$ cat src/rtl/aritmetica_mac_pipe_if.sv
// Sample/result bundle between the coefficient sequencer and the MAC stage.
interface aritmetica_mac_pipe_if #(
    parameter int N = 25
);
    logic                  in_valid;
    logic                  mode;
    logic                  acc_clr;
    logic signed [N-1:0]   x_in;
    logic signed [N-1:0]   m_in;
    logic signed [N-1:0]   c_in;
    logic                  out_valid;
    logic signed [2*N-1:0] out_full;
    logic signed [N-1:0]   out_q;
    logic                  sat;

    modport master (
        output in_valid, mode, acc_clr, x_in, m_in, c_in,
        input  out_valid, out_full, out_q, sat
    );

    modport slave (
        input  in_valid, mode, acc_clr, x_in, m_in, c_in,
        output out_valid, out_full, out_q, sat
    );
endinterface

$ cat src/rtl/aritmetica_mac_pipe.sv
// Pipelined y = c + m*x with optional accumulation, full and rounded/saturated outputs.
// Latency 2 cycles, one sample per cycle, no backpressure.
module aritmetica_mac_pipe #(
    parameter int N = 25,
    parameter int F = 12,
    parameter int G = 4
) (
    input  logic                 clk,
    input  logic                 reset_n,
    aritmetica_mac_pipe_if.slave mac
);
    localparam int W2    = 2 * N;
    localparam int ACC_W = 2 * N + G;
    localparam int SW    = ACC_W + 1;
    localparam logic signed [SW-1:0] HALF = SW'(1) << (F - 1);

    // Stage 1
    logic                 s1_vld_q;
    logic                 mode_q, mode_d;
    logic                 clr_q, clr_d;
    logic signed [W2-1:0] prod_q, prod_d;
    logic signed [W2-1:0] cal_q, cal_d;
    logic signed [W2-1:0] x_ext, m_ext;

    // Stage 2 / output
    logic signed [ACC_W-1:0] acc_q, acc_d;
    logic                    out_valid_q;
    logic signed [W2-1:0]    out_full_q, out_full_d;
    logic signed [N-1:0]     out_q_q, out_q_d;
    logic                    sat_q, sat_d;

    logic signed [SW-1:0]    base_w, sum_w, s_w, rnd_w, shf_w;
    logic signed [ACC_W-1:0] s_acc;
    logic                    acc_ovf, full_ovf, q_ovf;

    always_comb begin
        x_ext  = {{N{mac.x_in[N-1]}}, mac.x_in};
        m_ext  = {{N{mac.m_in[N-1]}}, mac.m_in};
        prod_d = prod_q;
        cal_d  = cal_q;
        mode_d = mode_q;
        clr_d  = clr_q;
        if (mac.in_valid) begin
            prod_d = x_ext * m_ext;
            cal_d  = {{(W2-N-F){mac.c_in[N-1]}}, mac.c_in, {F{1'b0}}};
            mode_d = mac.mode;
            clr_d  = mac.acc_clr;
        end
    end

    always_ff @(posedge clk or negedge reset_n) begin
        if (!reset_n) begin
            s1_vld_q <= 1'b0;
            prod_q   <= '0;
            cal_q    <= '0;
            mode_q   <= 1'b0;
            clr_q    <= 1'b0;
        end else begin
            s1_vld_q <= mac.in_valid;
            prod_q   <= prod_d;
            cal_q    <= cal_d;
            mode_q   <= mode_d;
            clr_q    <= clr_d;
        end
    end

    // Mode-0 sums never reach the accumulator range (G >= 1), so one saturation path serves both modes.
    always_comb begin
        base_w = '0;
        if (mode_q && !clr_q) begin
            base_w = {{(SW-ACC_W){acc_q[ACC_W-1]}}, acc_q};
        end
        sum_w   = base_w
                + {{(SW-W2){prod_q[W2-1]}}, prod_q}
                + {{(SW-W2){cal_q[W2-1]}}, cal_q};
        acc_ovf = sum_w[SW-1] ^ sum_w[SW-2];
        s_acc   = acc_ovf ? {sum_w[SW-1], {(ACC_W-1){~sum_w[SW-1]}}}
                          : sum_w[ACC_W-1:0];
        s_w     = {s_acc[ACC_W-1], s_acc};

        full_ovf   = (s_w[SW-1:W2-1] != {(SW-W2+1){s_w[SW-1]}});
        out_full_d = full_ovf ? {s_w[SW-1], {(W2-1){~s_w[SW-1]}}}
                              : s_w[W2-1:0];

        rnd_w   = s_w + HALF;
        shf_w   = rnd_w >>> F;
        q_ovf   = (shf_w[SW-1:N-1] != {(SW-N+1){shf_w[SW-1]}});
        out_q_d = q_ovf ? {shf_w[SW-1], {(N-1){~shf_w[SW-1]}}}
                        : shf_w[N-1:0];

        sat_d = acc_ovf | full_ovf | q_ovf;

        acc_d = acc_q;
        if (s1_vld_q && mode_q) begin
            acc_d = s_acc;
        end
    end

    always_ff @(posedge clk or negedge reset_n) begin
        if (!reset_n) begin
            acc_q       <= '0;
            out_valid_q <= 1'b0;
            out_full_q  <= '0;
            out_q_q     <= '0;
            sat_q       <= 1'b0;
        end else begin
            acc_q       <= acc_d;
            out_valid_q <= s1_vld_q;
            if (s1_vld_q) begin
                out_full_q <= out_full_d;
                out_q_q    <= out_q_d;
                sat_q      <= sat_d;
            end
        end
    end

    assign mac.out_valid = out_valid_q;
    assign mac.out_full  = out_full_q;
    assign mac.out_q     = out_q_q;
    assign mac.sat       = sat_q;
endmodule

$ cat src/flat_wrapper.sv
// flat-port wrapper written by rule: the top's interface ports become plain ports
module aritmetica_mac_pipe_flat 
#(
    parameter int N = 25,
    parameter int F = 12,
    parameter int G = 4
)
  (clk, reset_n, mac_in_valid, mac_mode, mac_acc_clr, mac_x_in, mac_m_in, mac_c_in, mac_out_valid, mac_out_full, mac_out_q, mac_sat);
  aritmetica_mac_pipe_if #(.N(N)) mac_i ();
  input  logic clk;
  input  logic reset_n;
  input wire logic [$bits(mac_i.in_valid)-1:0] mac_in_valid;
  input wire logic [$bits(mac_i.mode)-1:0] mac_mode;
  input wire logic [$bits(mac_i.acc_clr)-1:0] mac_acc_clr;
  input wire logic [$bits(mac_i.x_in)-1:0] mac_x_in;
  input wire logic [$bits(mac_i.m_in)-1:0] mac_m_in;
  input wire logic [$bits(mac_i.c_in)-1:0] mac_c_in;
  output wire logic [$bits(mac_i.out_valid)-1:0] mac_out_valid;
  output wire logic [$bits(mac_i.out_full)-1:0] mac_out_full;
  output wire logic [$bits(mac_i.out_q)-1:0] mac_out_q;
  output wire logic [$bits(mac_i.sat)-1:0] mac_sat;
  assign mac_i.in_valid = mac_in_valid;
  assign mac_i.mode = mac_mode;
  assign mac_i.acc_clr = mac_acc_clr;
  assign mac_i.x_in = mac_x_in;
  assign mac_i.m_in = mac_m_in;
  assign mac_i.c_in = mac_c_in;
  assign mac_out_valid = mac_i.out_valid;
  assign mac_out_full = mac_i.out_full;
  assign mac_out_q = mac_i.out_q;
  assign mac_sat = mac_i.sat;
  aritmetica_mac_pipe #(.N(N), .F(F), .G(G)) u_core (.clk(clk), .reset_n(reset_n), .mac(mac_i));
endmodule
$ cat config.mk
export PLATFORM = sky130hd
export DESIGN_NAME = aritmetica_mac_pipe_flat
export DESIGN_NICKNAME = d
export VERILOG_FILES = /design/src/rtl/aritmetica_mac_pipe_if.sv /design/src/rtl/aritmetica_mac_pipe.sv /design/src/flat_wrapper.sv
export SDC_FILE = /design/constraint.sdc
export NUM_CORES = 2
export LEC_CHECK = 0
export BUFFER_PORTS_ARGS = -buffer_cell sky130_fd_sc_hd__buf_2
export CELL_PAD_IN_SITES_DETAIL_PLACEMENT = 0
export CELL_PAD_IN_SITES_GLOBAL_PLACEMENT = 1
export CORE_UTILIZATION = 27
export DETAILED_ROUTE_END_ITERATION = 10
export PLACE_DENSITY_LB_ADDON = 0.1
export SYNTH_ARGS = -nofsm -noshare
export SYNTH_HDL_FRONTEND = slang
export SYNTH_SLANG_ARGS = --single-unit
$ cat constraint.sdc
create_clock -name clk -period 9.5 [get_ports clk]
set_input_delay 0.475 -clock clk [delete_from_list [all_inputs] [get_ports clk]]
set_output_delay 0.475 -clock clk [all_outputs]
set_load 0.03 [all_outputs]
[Word level (Yosys, flattened, before mapping)]
Cells that the tools add are included.
Operators by class
  add/sub/neg operators: 3
  muxes and demuxes: 4
  reductions and logical operators: 3
  multiply operators: 1
  equality and inequality tests: 2
  bitwise operators: 6
Operator list (number)
  adder 55 bit: 2
  adder 54 x 13 -> 55 bit (second input constant): 1
  two-way mux 55 bit: 1
  two-way mux 54 bit: 1
  multiplier 25 x 25 -> 50 bit: 1
  two-way mux 50 bit: 1
  two-way mux 25 bit: 1
  != test 18 bit: 1
  != test 4 bit: 1
  NOT 1 bit: 3
  logical AND 1 bit: 2
  bitwise OR 1 bit: 2
  zero test 1 bit: 1
  bitwise XOR 1 bit: 1
Word-level totals
  output and inout port bits: 77
  logic and storage cells: 29
  register bits after elaboration: 209
  input port bits: 80

[Depth between registers and ports, before layout]
  depth after elaboration: 10
  gate-level depth with buffers: 41
  depth with buffers taken out: 35

[Least setup slack after synthesis]
Ideal clock, no wire load.
  kind: register -> register
  start point: register u_core.clr_q
  end point: register u_core.out_q_q[10] (netlist: u_core.mac.out_q[10])
  period minus slack after synthesis: 9.235 ns
  cell stages (with the launch flop): 42
  buffers on the path: 8
  library setup time: 0.124 ns
  arrival: 9.111 ns
  data required time: 9.376 ns
  slack: 0.265 ns
  path through: dfrtp_1 -> nor2b_1 -> clkbuf_1 -> clkbuf_1 -> and2_1 -> ha_1 -> ha_1 -> fa_1 -> a211oi_2 -> o21ai_2 -> a2111oi_4 -> nor2_1 -> a31oi_1 -> a21o_1 -> o21ba_2 -> nor2_1 -> o21a_1 -> o21ai_0 -> [6 not listed] -> buf_1 -> o2111ai_1 -> and3b_1 -> clkbuf_1 -> clkbuf_1 -> o21ai_0 -> ha_1 -> inv_1 -> nor4b_1 -> o21a_1 -> nand4_1 -> or4_1 -> a221oi_1 -> nand4_1 -> a211oi_4 -> a211oi_2 -> buf_6 -> a211o_1
Between the ends
  cells in the longest elaborated chain, start to end: 10
  elaborated cells on any way between the ends: 12
  classes of those cells: add/sub (3); eq/ne (1); mux (3); bitwise (3); reduce/logical (2)
RTL lines
  start, declared: line aritmetica_mac_pipe.sv:20  | logic clr_q, clr_d;
  start signal, assigned: line aritmetica_mac_pipe.sv:63  | clr_q <= clr_d;
  zero test 1 bit *: line aritmetica_mac_pipe.sv:70  | if (mode_q && !clr_q) begin
  logical AND 1 bit *: line aritmetica_mac_pipe.sv:70
  two-way mux 55 bit *: line aritmetica_mac_pipe.sv:70
  adder 55 bit *: line aritmetica_mac_pipe.sv:74  | + {{(SW-W2){prod_q[W2-1]}}, prod_q}
  adder 55 bit *: line aritmetica_mac_pipe.sv:75  | + {{(SW-W2){cal_q[W2-1]}}, cal_q};
  bitwise XOR 1 bit / NOT 1 bit (equally long branches): line aritmetica_mac_pipe.sv:76, aritmetica_mac_pipe.sv:77
  two-way mux 54 bit *: line aritmetica_mac_pipe.sv:77  | s_acc = acc_ovf ? {sum_w[SW-1], {(ACC_W-1){~sum_w[SW-1]}}}
  net u_core.s_acc[12]: line aritmetica_mac_pipe.sv:33  | logic signed [ACC_W-1:0] s_acc;
  adder 54 x 13 -> 55 bit *: line aritmetica_mac_pipe.sv:85  | rnd_w = s_w + HALF;
  != test 18 bit / NOT 1 bit (equally long branches): line aritmetica_mac_pipe.sv:87, aritmetica_mac_pipe.sv:88
  two-way mux 25 bit *: line aritmetica_mac_pipe.sv:88  | out_q_d = q_ovf ? {shf_w[SW-1], {(N-1){~shf_w[SW-1]}}}
  end signal, assigned: line aritmetica_mac_pipe.sv:111  | out_q_q <= out_q_d;
  end, declared: line aritmetica_mac_pipe.sv:29  | logic signed [N-1:0] out_q_q, out_q_d;
The timed path passes the listed nets; every way through them passes the cells marked *.
A chain may end at the register's enable or synchronous reset.

[Final worst setup path]
  start point: register u_core.mode_q
  end point: register u_core.out_q_q[0] (netlist: u_core.mac.out_q[0])
Between the ends
  cells in the longest elaborated chain, start to end: 9
  elaborated cells on any way between the ends: 11
  classes of those cells: add/sub (3); eq/ne (1); mux (3); bitwise (3); reduce/logical (1)
RTL lines
  start, declared: line aritmetica_mac_pipe.sv:19  | logic mode_q, mode_d;
  start signal, assigned: line aritmetica_mac_pipe.sv:62  | mode_q <= mode_d;
  logical AND 1 bit *: line aritmetica_mac_pipe.sv:70
  two-way mux 55 bit *: line aritmetica_mac_pipe.sv:70
  adder 55 bit *: line aritmetica_mac_pipe.sv:74
  adder 55 bit *: line aritmetica_mac_pipe.sv:75
  bitwise XOR 1 bit / NOT 1 bit (equally long branches): line aritmetica_mac_pipe.sv:76, aritmetica_mac_pipe.sv:77
  two-way mux 54 bit *: line aritmetica_mac_pipe.sv:77
  net u_core.s_acc[12]: line aritmetica_mac_pipe.sv:33
  adder 54 x 13 -> 55 bit *: line aritmetica_mac_pipe.sv:85
  != test 18 bit / NOT 1 bit (equally long branches): line aritmetica_mac_pipe.sv:87, aritmetica_mac_pipe.sv:88
  two-way mux 25 bit *: line aritmetica_mac_pipe.sv:88
Marks and branches as above.

==> results.json <==
{
  "status": "finished, final reports clean",
  "avgSynthCellArea_um2": 9.229,
  "synthDistinctLibCells": 90,
  "finalNetCount": 5140,
  "drc_errors": 0,
  "area_growth_pct": 11.00,
  "multiInputGateArea_um2": 28950,
  "end_kind": "flop",
  "post-synth-top-area-cell": "fa_1",
  "wl_mm": 123.1,
  "nFillCells": 14610,
  "cts_buffers": 25,
  "row_count": 136,
  "drtAntennaViolNets": 0,
  "yosysSeqAreaShare": 0.1400,
  "ios": 157,
  "register_area_um2": 5231,
  "synth_seq_cells": 209,
  "initial_core_util": 0.2721,
  "coreArea_um2": 137300,
  "port_buffers": 156,
  "setup.worst_path.class": "reg2reg",
  "r2r_slack_ns": 0.57,
  "rsz0062_at_grt": "false",
  "hold_class": "in2reg",
  "dpl.cell_count": 5913,
  "slowest_stage": "or4_1",
  "drive_above_1_share": 0.1071,
  "syn-cell-area_um2": 37360,
  "worst_pin_slew_ns": 0.9796,
  "grt_max_degree": 91,
  "synth_edf_count": 0,
  "finalCritPeriodShare": 0.9402,
  "dr.pass1.iters": 5,
  "grt_pass1_vias": 30140,
  "clk_path_buf_depth": 3,
  "die_w_um": 374.0,
  "fp.dieH_um": 374.0,
  "maxSlewViolCount": 0,
  "grt_pass1_wl_mm": 194.8,
  "fmax_mhz": 112.0,
  "whs_ns": 0.1207,
  "grt_use_total": 0.1799,
  "final_common_cell": "fa_1",
  "required_ns": 9.96,
  "htree_levels": 1,
  "clockRootBuffer": "clkbuf_16",
  "fin_cells": 5960,
  "synth_nets": 5039,
  "yosysWarnings": 0,
  "vias": 27540,
  "cts_tree": "done",
  "die_area_um2": 139900,
  "synth_ff_type": "dfrtp_1",
  "worstSkewPairLatency_ns": 0.59,
  "crit_top_cell": "ha_1",
  "finalHoldViolCount": 0,
  "overflow": 0,
  "vias_per_cell": 4.621,
  "synth_cells": 4048,
  "place_hpwl_mm": 102.0,
  "setup_viol": 0,
  "fin_skew_ns": 0.02509,
  "slowest_delay_ns": 0.53,
  "synthArstFlopShare": 1.000,
  "cts.sinks": 209,
  "final_cell_mix": "fa_1 (701), inv_1 (668), nand2_1 (460), and2_1 (370), ha_1 (209)",
  "gp_congestion": 0.8410,
  "path_max_fanout": 23,
  "worstPathArrival_ns": 9.40,
  "min_period_ns": 8.932,
  "maxCapViolations": 0,
  "cts.clk_slew.worst_paths_ns": 0.06,
  "relSlewSlack": 0.3455,
  "synth.area.top_cells": "fa_1 (38%), dfrtp_1 (14%), ha_1 (7.0%), inv_1 (6.7%), and2_1 (6.2%)",
  "synth_top_area_share": 0.3756,
  "post_drt_wl_per_cell_um": 20.66,
  "antenna_found_initial": 1,
  "drt-initial-drc-count": 1232,
  "start_kind": "flop"
}
==> layer usage <==
metal,vias up,track usage,part of all wire
met2,380,0.2695,0.43
met1,14150,0.2820,0.53
met3,73,0.01420,0.028
li1,12940,-,-
met4,0,0.03013,0.017
met5,-,0,0
==> sequential cells by signal, summed over array words and instances (netlist names) <==
signal	count
u_core.acc_q	54
u_core.mac.sat	1
u_core.mac.out_q	25
u_core.mac.out_full	50
u_core.mac.out_valid	1
u_core.clr_q	1
u_core.cal_q	25
u_core.s1_vld_q	1
u_core.prod_q	50
u_core.mode_q	1
==> area by class of cell <==
type | instances | area share
antenna | 1 | 0.00006035
clock buffer | 38 | 0.01723
clock inverter | 5 | 0.002233
inverter | 668 | 0.06047
multi-input combinational | 2970 | 0.6981
sequential | 209 | 0.1262
tap | 1794 | 0.05413
timing repair buffer | 275 | 0.04161
==> synthesized netlist by cell type, types with 5 or more instances <==
cell and count:
a211o_1 25, a211oi_1 6, a21o_1 48, a21oi_1 177
a31oi_1 16, and2_1 370, and3_1 30, and4_1 12
buf_1 11, buf_2 5, clkbuf_1 180, dfrtp_1 209
fa_1 701, ha_1 210, inv_1 668, mux2_2 82
mux2i_1 6, nand2_1 461, nand2b_1 34, nand3_1 34
nand3b_1 7, nand4_1 24, nor2_1 184, nor2b_1 23
nor3_1 40, nor3b_1 10, nor4_1 17, nor4b_1 5
o2111ai_1 6, o211ai_1 19, o21a_1 15, o21ai_0 120
o21ai_1 9, o21bai_1 18, o31ai_1 23, or2_2 17
or3_1 14, or4_1 9, xnor2_1 76, xor2_1 30
==> critical path: cells and delay by family (launching register included) <==
kind	cells	cell delay [ns]
XOR/XNOR	1	0.17
multiplexers	1	0.29
buffers and inverters	4	0.60
AND/OR/NAND/NOR	11	2.40
AO/OA/AOI/OAI	15	3.36
flip-flops	1	0.42
adder cells (fa/ha/maj)	5	1.55
==> timing repair <==
action	CTS	global route
buffers inserted	0	2
pin swaps	0	3
setup endpoints to repair	24	25
hold buffers	1	0
resized for setup	2	14
hold endpoints to repair	88	0
==> worst paths after layout <==
kind,endpoint,cells past startpoint,startpoint
min in group asynchronous,u_core.mac.out_full[8],2,reset_n
hold reg to reg,u_core.acc_q[1],2,u_core.acc_q[1]
setup reg to reg,u_core.mac.out_q[0],37,u_core.mode_q
max in group asynchronous,u_core.mac.out_full[28],3,reset_n
hold / removal,u_core.cal_q[12],3,mac_c_in[0]
setup / recovery,u_core.mac.out_q[0],37,u_core.mode_q
==> per-stage QoR <==
step | instance area [um^2] | setup WS (ns) | util | TNS [ns]
floorplan | 37360 | 0.2655 | - | 0
global placement | 40550 | -0.07894 | 0.2953 | -0.6657
detailed placement | 40550 | -0.07908 | 0.2953 | -0.6981
CTS | 41370 | 0.005339 | 0.3013 | 0
global route | 41460 | 0.02556 | 0.3020 | 0
finish | 41470 | 0.5684 | 0.3020 | 0
==> cell families after synthesis <==
family | after synthesis | share of synthesized area
XOR/XNOR | 106 | 0.02485
flip-flops | 209 | 0.1400
AND/OR/NAND/NOR | 1306 | 0.1768
AO/OA/AOI/OAI | 559 | 0.09793
adder cells (fa/ha/maj) | 911 | 0.4460
multiplexers | 88 | 0.02632
buffers and inverters | 869 | 0.08811
Power is left out: the tool's default activity adds up to more than one toggle a clock period on the data nets, which glitch-free logic cannot reach.
